$ cat src/rtl/dmem_pkg.sv
// Shared types and default sizing for the data-memory store buffer.
// The entry index is kept at full word-address width so any DEPTH up to 2^30 fits.
package dmem_pkg;

  localparam int DEPTH_DEF     = 64;
  localparam int SB_DEPTH_DEF  = 4;
  localparam int WR_CYCLES_DEF = 3;
  localparam int IDX_W_MAX     = 30;

  typedef struct packed {
    logic [IDX_W_MAX-1:0] idx;
    logic [31:0]          data;
  } sb_entry_t;

  typedef enum logic {
    IDLE  = 1'b0,
    WRITE = 1'b1
  } drain_state_t;

endpackage

$ cat src/rtl/store_fifo.sv
// Circular store-buffer FIFO with head/tail/count, exposing every slot
// in age order (slot 0 = oldest = head) for the load-forwarding search.
module store_fifo
  import dmem_pkg::*;
#(
  parameter int SB_DEPTH = SB_DEPTH_DEF
) (
  input  logic                              clk,
  input  logic                              reset,
  input  logic                              i_push,
  input  logic [IDX_W_MAX-1:0]              i_idx,
  input  logic [31:0]                       i_data,
  input  logic                              i_pop,
  output logic [SB_DEPTH*IDX_W_MAX-1:0]     o_idx,
  output logic [SB_DEPTH*32-1:0]            o_data,
  output logic [SB_DEPTH-1:0]               o_valid,
  output logic [$clog2(SB_DEPTH+1)-1:0]     o_count
);

  localparam int PTR_W = $clog2(SB_DEPTH);
  localparam int CNT_W = $clog2(SB_DEPTH+1);

  sb_entry_t          r_buf [SB_DEPTH];
  logic [PTR_W-1:0]   r_head;
  logic [PTR_W-1:0]   r_tail;
  logic [CNT_W-1:0]   r_count;

  // NOTE: sequential state uses non-blocking assignments so every flop samples pre-edge values.
  always_ff @(posedge clk) begin
    if (reset) begin
      r_head  <= '0;
      r_tail  <= '0;
      r_count <= '0;
    end else begin
      if (i_push) r_tail <= r_tail + PTR_W'(1);
      if (i_pop)  r_head <= r_head + PTR_W'(1);
      case ({i_push, i_pop})
        2'b10:   r_count <= r_count + CNT_W'(1);
        2'b01:   r_count <= r_count - CNT_W'(1);
        default: r_count <= r_count;
      endcase
    end
  end

  // NOTE: storage arrays carry no reset; validity comes solely from the count.
  always_ff @(posedge clk) begin
    if (i_push) r_buf[r_tail] <= '{idx: i_idx, data: i_data};
  end

  for (genvar k = 0; k < SB_DEPTH; k++) begin : g_age
    logic [PTR_W-1:0] w_slot;
    assign w_slot                         = r_head + PTR_W'(k);
    assign o_idx[k*IDX_W_MAX +: IDX_W_MAX] = r_buf[w_slot].idx;
    assign o_data[k*32 +: 32]             = r_buf[w_slot].data;
    assign o_valid[k]                     = (CNT_W'(k) < r_count);
  end

  assign o_count = r_count;

endmodule

$ cat src/rtl/dmem_store_buffer.sv
// Data-memory responder for the MIPS memory stage: posted stores drain
// through a FIFO into a slow backing array; loads forward youngest-first.
module dmem_store_buffer
  import dmem_pkg::*;
#(
  parameter int DEPTH     = DEPTH_DEF,
  parameter int SB_DEPTH  = SB_DEPTH_DEF,
  parameter int WR_CYCLES = WR_CYCLES_DEF
) (
  input  logic        clk,
  input  logic        reset,
  input  logic [31:0] a,
  input  logic [31:0] wd,
  input  logic        we,
  input  logic        re,
  output logic [31:0] rd,
  output logic        stall,
  output logic        busy
);

  localparam int IDX_W = $clog2(DEPTH);
  localparam int CNT_W = $clog2(SB_DEPTH+1);
  localparam int WC_W  = (WR_CYCLES > 1) ? $clog2(WR_CYCLES) : 1;
  localparam logic [WC_W-1:0] WC_RELOAD = WC_W'(WR_CYCLES-1);

  logic [31:0]                    r_mem [DEPTH];
  drain_state_t                   r_state;
  drain_state_t                   w_state_nxt;
  logic [WC_W-1:0]                r_cnt;
  logic [WC_W-1:0]                w_cnt_nxt;

  logic [IDX_W-1:0]               w_idx;
  logic [IDX_W_MAX-1:0]           w_idx_ext;
  logic [SB_DEPTH*IDX_W_MAX-1:0]  w_ent_idx;
  logic [SB_DEPTH*32-1:0]         w_ent_data;
  logic [SB_DEPTH-1:0]            w_valid;
  logic [CNT_W-1:0]               w_count;
  logic                           w_commit;
  logic                           w_push;
  logic                           w_more;
  logic                           w_unused;

  assign w_idx     = a[IDX_W+1:2];
  assign w_idx_ext = {{(IDX_W_MAX-IDX_W){1'b0}}, w_idx};
  assign w_unused  = &{1'b0, re, a[31:IDX_W+2], a[1:0]};

  assign w_commit = (r_state == WRITE) && (r_cnt == '0);
  assign stall    = we && (w_count == CNT_W'(SB_DEPTH)) && !w_commit;
  assign w_push   = we && !stall;
  assign busy     = (w_count != '0) || (r_state != IDLE);
  // Entries left after this edge's pop (plus any push) decide whether draining continues.
  assign w_more   = (w_count > CNT_W'(1)) || w_push;

  store_fifo #(.SB_DEPTH(SB_DEPTH)) u_fifo (
    .clk     (clk),
    .reset   (reset),
    .i_push  (w_push),
    .i_idx   (w_idx_ext),
    .i_data  (wd),
    .i_pop   (w_commit),
    .o_idx   (w_ent_idx),
    .o_data  (w_ent_data),
    .o_valid (w_valid),
    .o_count (w_count)
  );

  always_ff @(posedge clk) begin
    if (reset) begin
      r_state <= IDLE;
      r_cnt   <= '0;
    end else begin
      r_state <= w_state_nxt;
      r_cnt   <= w_cnt_nxt;
    end
  end

  // NOTE: every always_comb output gets a default first, so no path can infer a latch.
  always_comb begin
    w_state_nxt = r_state;
    w_cnt_nxt   = r_cnt;
    case (r_state)
      IDLE: begin
        if (w_count != '0) begin
          w_state_nxt = WRITE;
          w_cnt_nxt   = WC_RELOAD;
        end
      end
      WRITE: begin
        if (r_cnt != '0) begin
          w_cnt_nxt = r_cnt - WC_W'(1);
        end else if (w_more) begin
          w_cnt_nxt = WC_RELOAD;
        end else begin
          w_state_nxt = IDLE;
          w_cnt_nxt   = '0;
        end
      end
      default: begin
        w_state_nxt = IDLE;
        w_cnt_nxt   = '0;
      end
    endcase
  end

  // The head (age slot 0) is written on its commit edge; a reset edge discards it.
  always_ff @(posedge clk) begin
    if (w_commit && !reset) r_mem[w_ent_idx[IDX_W-1:0]] <= w_ent_data[31:0];
  end

  // Scan oldest to youngest so the youngest matching entry is the last to win.
  always_comb begin
    rd = r_mem[w_idx];
    for (int k = 0; k < SB_DEPTH; k++) begin
      if (w_valid[k] && (w_ent_idx[k*IDX_W_MAX +: IDX_W_MAX] == w_idx_ext))
        rd = w_ent_data[k*32 +: 32];
    end
  end

endmodule

$ cat config.mk
export PLATFORM = sky130hd
export DESIGN_NAME = dmem_store_buffer
export DESIGN_NICKNAME = d
export VERILOG_FILES = /design/src/rtl/dmem_pkg.sv /design/src/rtl/store_fifo.sv /design/src/rtl/dmem_store_buffer.sv
export SDC_FILE = /design/constraint.sdc
export NUM_CORES = 2
export LEC_CHECK = 0
export ABC_AREA = 1
export CAP_MARGIN = 20
export CORE_MARGIN = 8
export CORE_UTILIZATION = 30
export CTS_BUF_LIST = sky130_fd_sc_hd__clkbuf_16
export CTS_CLUSTER_SIZE = 20
export DETAILED_ROUTE_END_ITERATION = 8
export GPL_TIMING_DRIVEN = 1
export PLACE_DENSITY = 0.54
export SLEW_MARGIN = 10
export SYNTH_ARGS = -nofsm -noshare
export SYNTH_HDL_FRONTEND = slang
export SYNTH_SLANG_ARGS = --single-unit
$ cat constraint.sdc
create_clock -name clk -period 6.78 [get_ports clk]
set_input_delay 1.695 -clock clk [delete_from_list [all_inputs] [get_ports clk]]
set_output_delay 1.695 -clock clk [all_outputs]
set_load 0.005 [all_outputs]
Word-level counts from Yosys, hierarchy flattened:

Memory sizes are Yosys's and may differ from the RTL's. A register that Yosys moved wholly into a read port is not among the register bits.
Cells that the tools add are included.

* register bits after elaboration: 10
* memory bits (writable): 2200
* output and inout port bits: 34
* word-level logic and storage cells: 65
* memories kept: 2

* add/subtract/negate cells: 7
* order comparisons: 5
* equal/unequal tests: 8
* mux-type cells: 19
* bitwise operators: 1
* reduce and logical (&&, ||, !) cells: 18

Memory list
* r_mem: depth 64, width 32, rd ports 1, clocked after Yosys merged registers in 0, write ports 1, RTL line dmem_store_buffer.sv:26 `logic [31:0] r_mem [DEPTH];`
* u_fifo.r_buf: depth 4, width 38, rd ports 4, clocked after Yosys merged registers in 1, write ports 1, RTL line store_fifo.sv:23 `sb_entry_t r_buf [SB_DEPTH];`

Operators by type and width (number)
* $mux W32: 4
* $eq A30 B6 Y1: 4
* $mux W2: 5
* $logic_and A1 B1 Y1: 9
* $mux W1: 7
* $lt A1 B3 Y1 const A: 2
* $lt A2 B3 Y1 const A: 2
* $pmux W3 S2: 1
* $add A2 B1 Y2 const B: 2
* $add A2 B2 Y2 const B: 2
* $pmux W2 S2: 1
* $reduce_bool A2 Y1: 2
* $add A3 B1 Y3 const B: 1
* $eq A3 B3 Y1 const B: 1
* $gt A3 B1 Y1 const B: 1
* $logic_not A1 Y1: 3
* $reduce_bool A3 Y1: 1
* $sub A3 B1 Y3 const B: 1
* $eq A2 B1 Y1 const B: 1
* $eq A2 B2 Y1 const B: 1
* $logic_not A2 Y1: 1
* $logic_or A1 B1 Y1: 2
* $ne A2 B2 Y1 const B: 1
* $pmux W1 S2: 1
* 2 further kinds: 2

Depth between registers and ports, before layout:

* depth in word-level cells: 10
* depth in mapped cells: 18
* depth with buffers taken out: 15

Hierarchy:

From an unflattened synthesis, not the netlist that was laid out.

* cell total of the unflattened synthesis: 8980
* area total of the unflattened synthesis: 98779.7 um2

By module, submodules not included
* dmem_store_buffer: instances 1, cells each 7357, area each 84871.4 um2
* store_fifo: instances 1, cells each 1623, area each 13908.3 um2

Worst setup path after synthesis:

Ideal clock, no wire load.

* path kind: register to output
* from: reg with a tool-made name
* to: out rd[12]
* arrival time: 3.558 ns
* required time: 5.085 ns
* path slack: 1.527 ns
* stages on the path, launching flop included: 13
* buffers on the path: 3
* path through: dfxtp_1 > inv_2 > buf_4 > buf_2 > buf_1 > nand2_1 > a32oi_1 > inv_1 > a21oi_1 > nand2_1 > nand2_1 > nand2_1 > nand2_1

RTL lines
* end, declared: RTL line dmem_store_buffer.sv:16 `output logic [31:0] rd,`

Worst setup path after layout:

* from: in a[2]
* to: out rd[25]

* longest elaborated chain between the ends: 6
* elaborated cells on any way between the ends: 13
* those cells by class: eq/ne (4); mux (4); reduce/logical (4); memory (1)

RTL lines
* start, declared: RTL line dmem_store_buffer.sv:12 `input logic [31:0] a,`
* parallel branches: the longest is 5 deep, another holds $mem_v2 Z64 W32
* $mux W32 *: RTL line dmem_store_buffer.sv:114 `if (w_valid[k] && (w_ent_idx[k*IDX_W_MAX +: IDX_W_MAX] == w_idx_ext))`

Mark *: on every way between the ends.

==> results.ini <==
[cts]
clk-insertion-delay-late_ps = 860
cts_sinks = 2212
cts.hold.buffers_added = 0
cts_post_setup_buffers_inserted = 0
cts_buffers = 223
path_clk_slew_ps = 60
h-tree-depth = 4
clk_path_buf_depth = 3
tritoncts = yes
cts_root_buf = clkbuf_16
postCtsResizedCells = 0

[layout]
multi_input_area_um2 = 24600
seq_area_um2 = 66300
drive_gt1_share_pct = 8.98
area_growth_pct = 16.0
nets = 8305
nFillCells = 29982

[placement]
gp_congestion = 0.829
detailed_place_hpwl_um = 159000
io_buffers = 74

[logic_synthesis]
avgSynthCellArea_um2 = 11.3
synth_seq_cells = 2212
yosysSeqAreaShare_pct = 71.6
mappedNetlistArea_um2 = 92700
synthesis.nets = 8258
postSynthCellCount = 8181
synth_cell_types = 39
ys_warn_count = 0

[detailed_routing]
drc_errors = 0
drtAntennaViolNets = 0
routedWlPerCell_um = 22.7
dr.pass1.iters = 6
finalWirelength_um = 285000
post_drt_via_cell_ratio = 5.08
vias = 63737
drtIter0Drc = 6551

[worst_setup_path]
critical-path-top-delay-family = simple AND/OR/NAND/NOR gates
worstSetupEndpoint = rd[25]
critPathSlowestCell = clkdlybuf4s50_1
reg2reg_depth = 7
reg2reg_slack_ps = 2330
cp.arrival_ps = 4920
crit_buf_inv = 5
critPathLaunchType = primary input
worst_ep_required_time_ps = 5090
crit_chain = buf_8 > inv_8 > buf_4 > buf_12 > nand2_1 > nand3_1 > nand3_1 > nand2_1 > nand2_1 > nand3_1 > nand3_1 > nand3_1 > nand2_1 > nand2_1 > nand2_1 > nand2_1 > clkdlybuf4s50_1
end_kind = primary output
r2r_end = r_mem[30][26]
cpMostUsedCell = nand2_1
critPathKind = in2out
crit_cells = 17
cp_max_fo = 52
startpoint = a[2]
critical-path-max-stage-delay_ps = 520

[timing]
rsz0062_at_grt = no
finalHoldViolCount = 0
slew-limit-headroom_pct = 23.2
max_freq_ghz = 0.151
fin_crit_sh_pct = 97.5
worst_pin_slew_ps = 1150
slew_violations = 0
setup_viol = 0
period_minus_slack_ps = 6610
skew_ps = 30.8
fin_setup_tns_ps = 0

[power_and_ir_drop]
p_per_area_nw_per_um2 = 348
fin_total_pwr_mw = 37.5
total_leakage_power_nw = 37.9
irDropWorstVdd_mv = 0.339

[grt]
overflow = 0
grt_use_total_pct = 16.9
grt_start_max_net_pins = 134
antenna_found_initial = 13
grt_pass1_vias = 61122
grt_pass1_wl_um = 414000

[floorplanning]
rows = 204
die_area_um2 = 327000
ioPinCount = 102
start_util_pct = 30.1
die_height_um = 572
die_w_um = 572
core_area_um2 = 308000

[min_path]
min_path_type = reg2reg

[run_status]
outcome = finished clean

[flow_run]
max_cap_violations = 0

## flip-flops by register name, summed over array words and instances (netlist names), named ones only
| name | flops |
|---|---|
| r_mem | 2048 |
| u_fifo.r_buf | 152 |
| u_fifo.o_count | 3 |
| r_cnt | 2 |
| u_fifo.r_head | 2 |
| u_fifo.r_tail | 2 |
| r_state | 1 |
## synth_stat cells, drive strengths merged
cell	count	area, µm²
nand2	2779	10500
edfxtp	2200	66100
nand3	2008	10000
clkbuf	288	1080
buf	255	1280
o21ai	149	746
inv	146	548
a21oi	117	586
nor2	98	407
a221oi	32	280
a32oi	32	280
mux2i	32	320
dfxtp	12	240
ha	9	113
nand3b	4	55.1
nor3	4	31.3
nand4	3	25.0
xor2	3	26.3
and2	2	12.5
or2	2	12.5
a211oi	1	7.51
a22oi	1	7.51
a31oi	1	6.26
clkinv	1	3.75
nor4	1	6.26
o311ai	1	8.76
## worst min path at each step
stage,slack (ps),endpoint,startpoint,depth (start not counted)
2_1_floorplan,460,r_cnt[0],r_cnt[0],1
3_3_place_gp,480,r_cnt[0],r_cnt[0],1
3_5_place_dp,490,u_fifo.r_tail[0],u_fifo.r_tail[0],1
4_1_cts,510,u_fifo.r_tail[0],u_fifo.r_tail[0],1
5_1_grt,540,u_fifo.r_tail[0],u_fifo.r_tail[0],1
6_report,500,u_fifo.r_tail[0],u_fifo.r_tail[0],1
## per-layer routing
layer | track usage (%) | share of wire (%) | vias up
met5 | 0 | 0 | -
met4 | 6.89 | 4.0 | 0
met3 | 2.81 | 7.8 | 477
met2 | 26.8 | 46 | 2604
met1 | 23.0 | 42 | 31601
li1 | - | - | 29055
## worst reg2reg max path, delay by kind of cell, from the launching register on
kind | cells | cell delay (ps)
buf+inv | 2 | 770
compound gates | 1 | 720
simple gates | 4 | 2010
flops | 1 | 600
## power breakdown
group          total [mW]  internal [mW]  switching [mW]
clock network        11.9           6.75            5.18
registers            17.8           17.7           0.113
logic                7.70           1.50            6.20
## cells in the final DEF (no fill, tap or decap), types with 4 or more instances in the layout
cell type and count:
nand2_1 2771, edfxtp_1 2200, nand3_1 2008, clkbuf_16 227, buf_4 221, inv_1 164
o21ai_0 142, a21oi_1 117, nor2_4 71, buf_12 71, clkdlybuf4s50_1 68, clkinv_1 52
clkinv_2 43, a32oi_4 32, mux2i_1 32, a221oi_1 32, inv_2 28, nor2_1 26
bufinv_16 19, dfxtp_1 10, ha_1 9, diode_2 7, inv_6 7, o21ai_1 7
inv_8 4, nand2_4 4, nand2_2 4, clkinv_8 4
## final cells by class
cell class	count	area share, %
tap	4120	4.80
multi-input combinational	5279	22.8
sequential	2212	61.7
clock inverter	181	1.27
timing repair buffer	365	3.56
antenna	7	0.0163
inverter	147	0.541
clock buffer	227	5.28
## per-stage QoR
step | util [%] | area [µm²] | hold WS [ps] | worst slack [ps] | instances
detailed placement | 32.6 | 100000 | 493 | 269 | 12123
global route | 34.9 | 107000 | 538 | 77.2 | 12532
finish | 34.9 | 107000 | 504 | 168 | 12538
CTS | 34.9 | 107000 | 507 | 247 | 12531
floorplan | - | 92700 | 460 | 1530 | 8181
global placement | 32.6 | 100000 | 482 | 242 | 12123
## cell families (layout without fill, tap and decap cells)
| kind of cell | count (synthesis) | in the layout | share of synthesized area, % |
|---|---|---|---|
| adder cells (fa/ha/maj) | 9 | 9 | 0.122 |
| other | 0 | 7 | 0 |
| flip-flops | 2212 | 2212 | 71.6 |
| AO/OA/AOI/OAI | 334 | 334 | 2.07 |
| AND/OR/NAND/NOR | 4901 | 4901 | 22.7 |
| buffers and inverters | 690 | 920 | 3.14 |
| XOR/XNOR | 3 | 3 | 0.0284 |
| multiplexers | 32 | 32 | 0.346 |
Power figures use the tool's default switching activity.
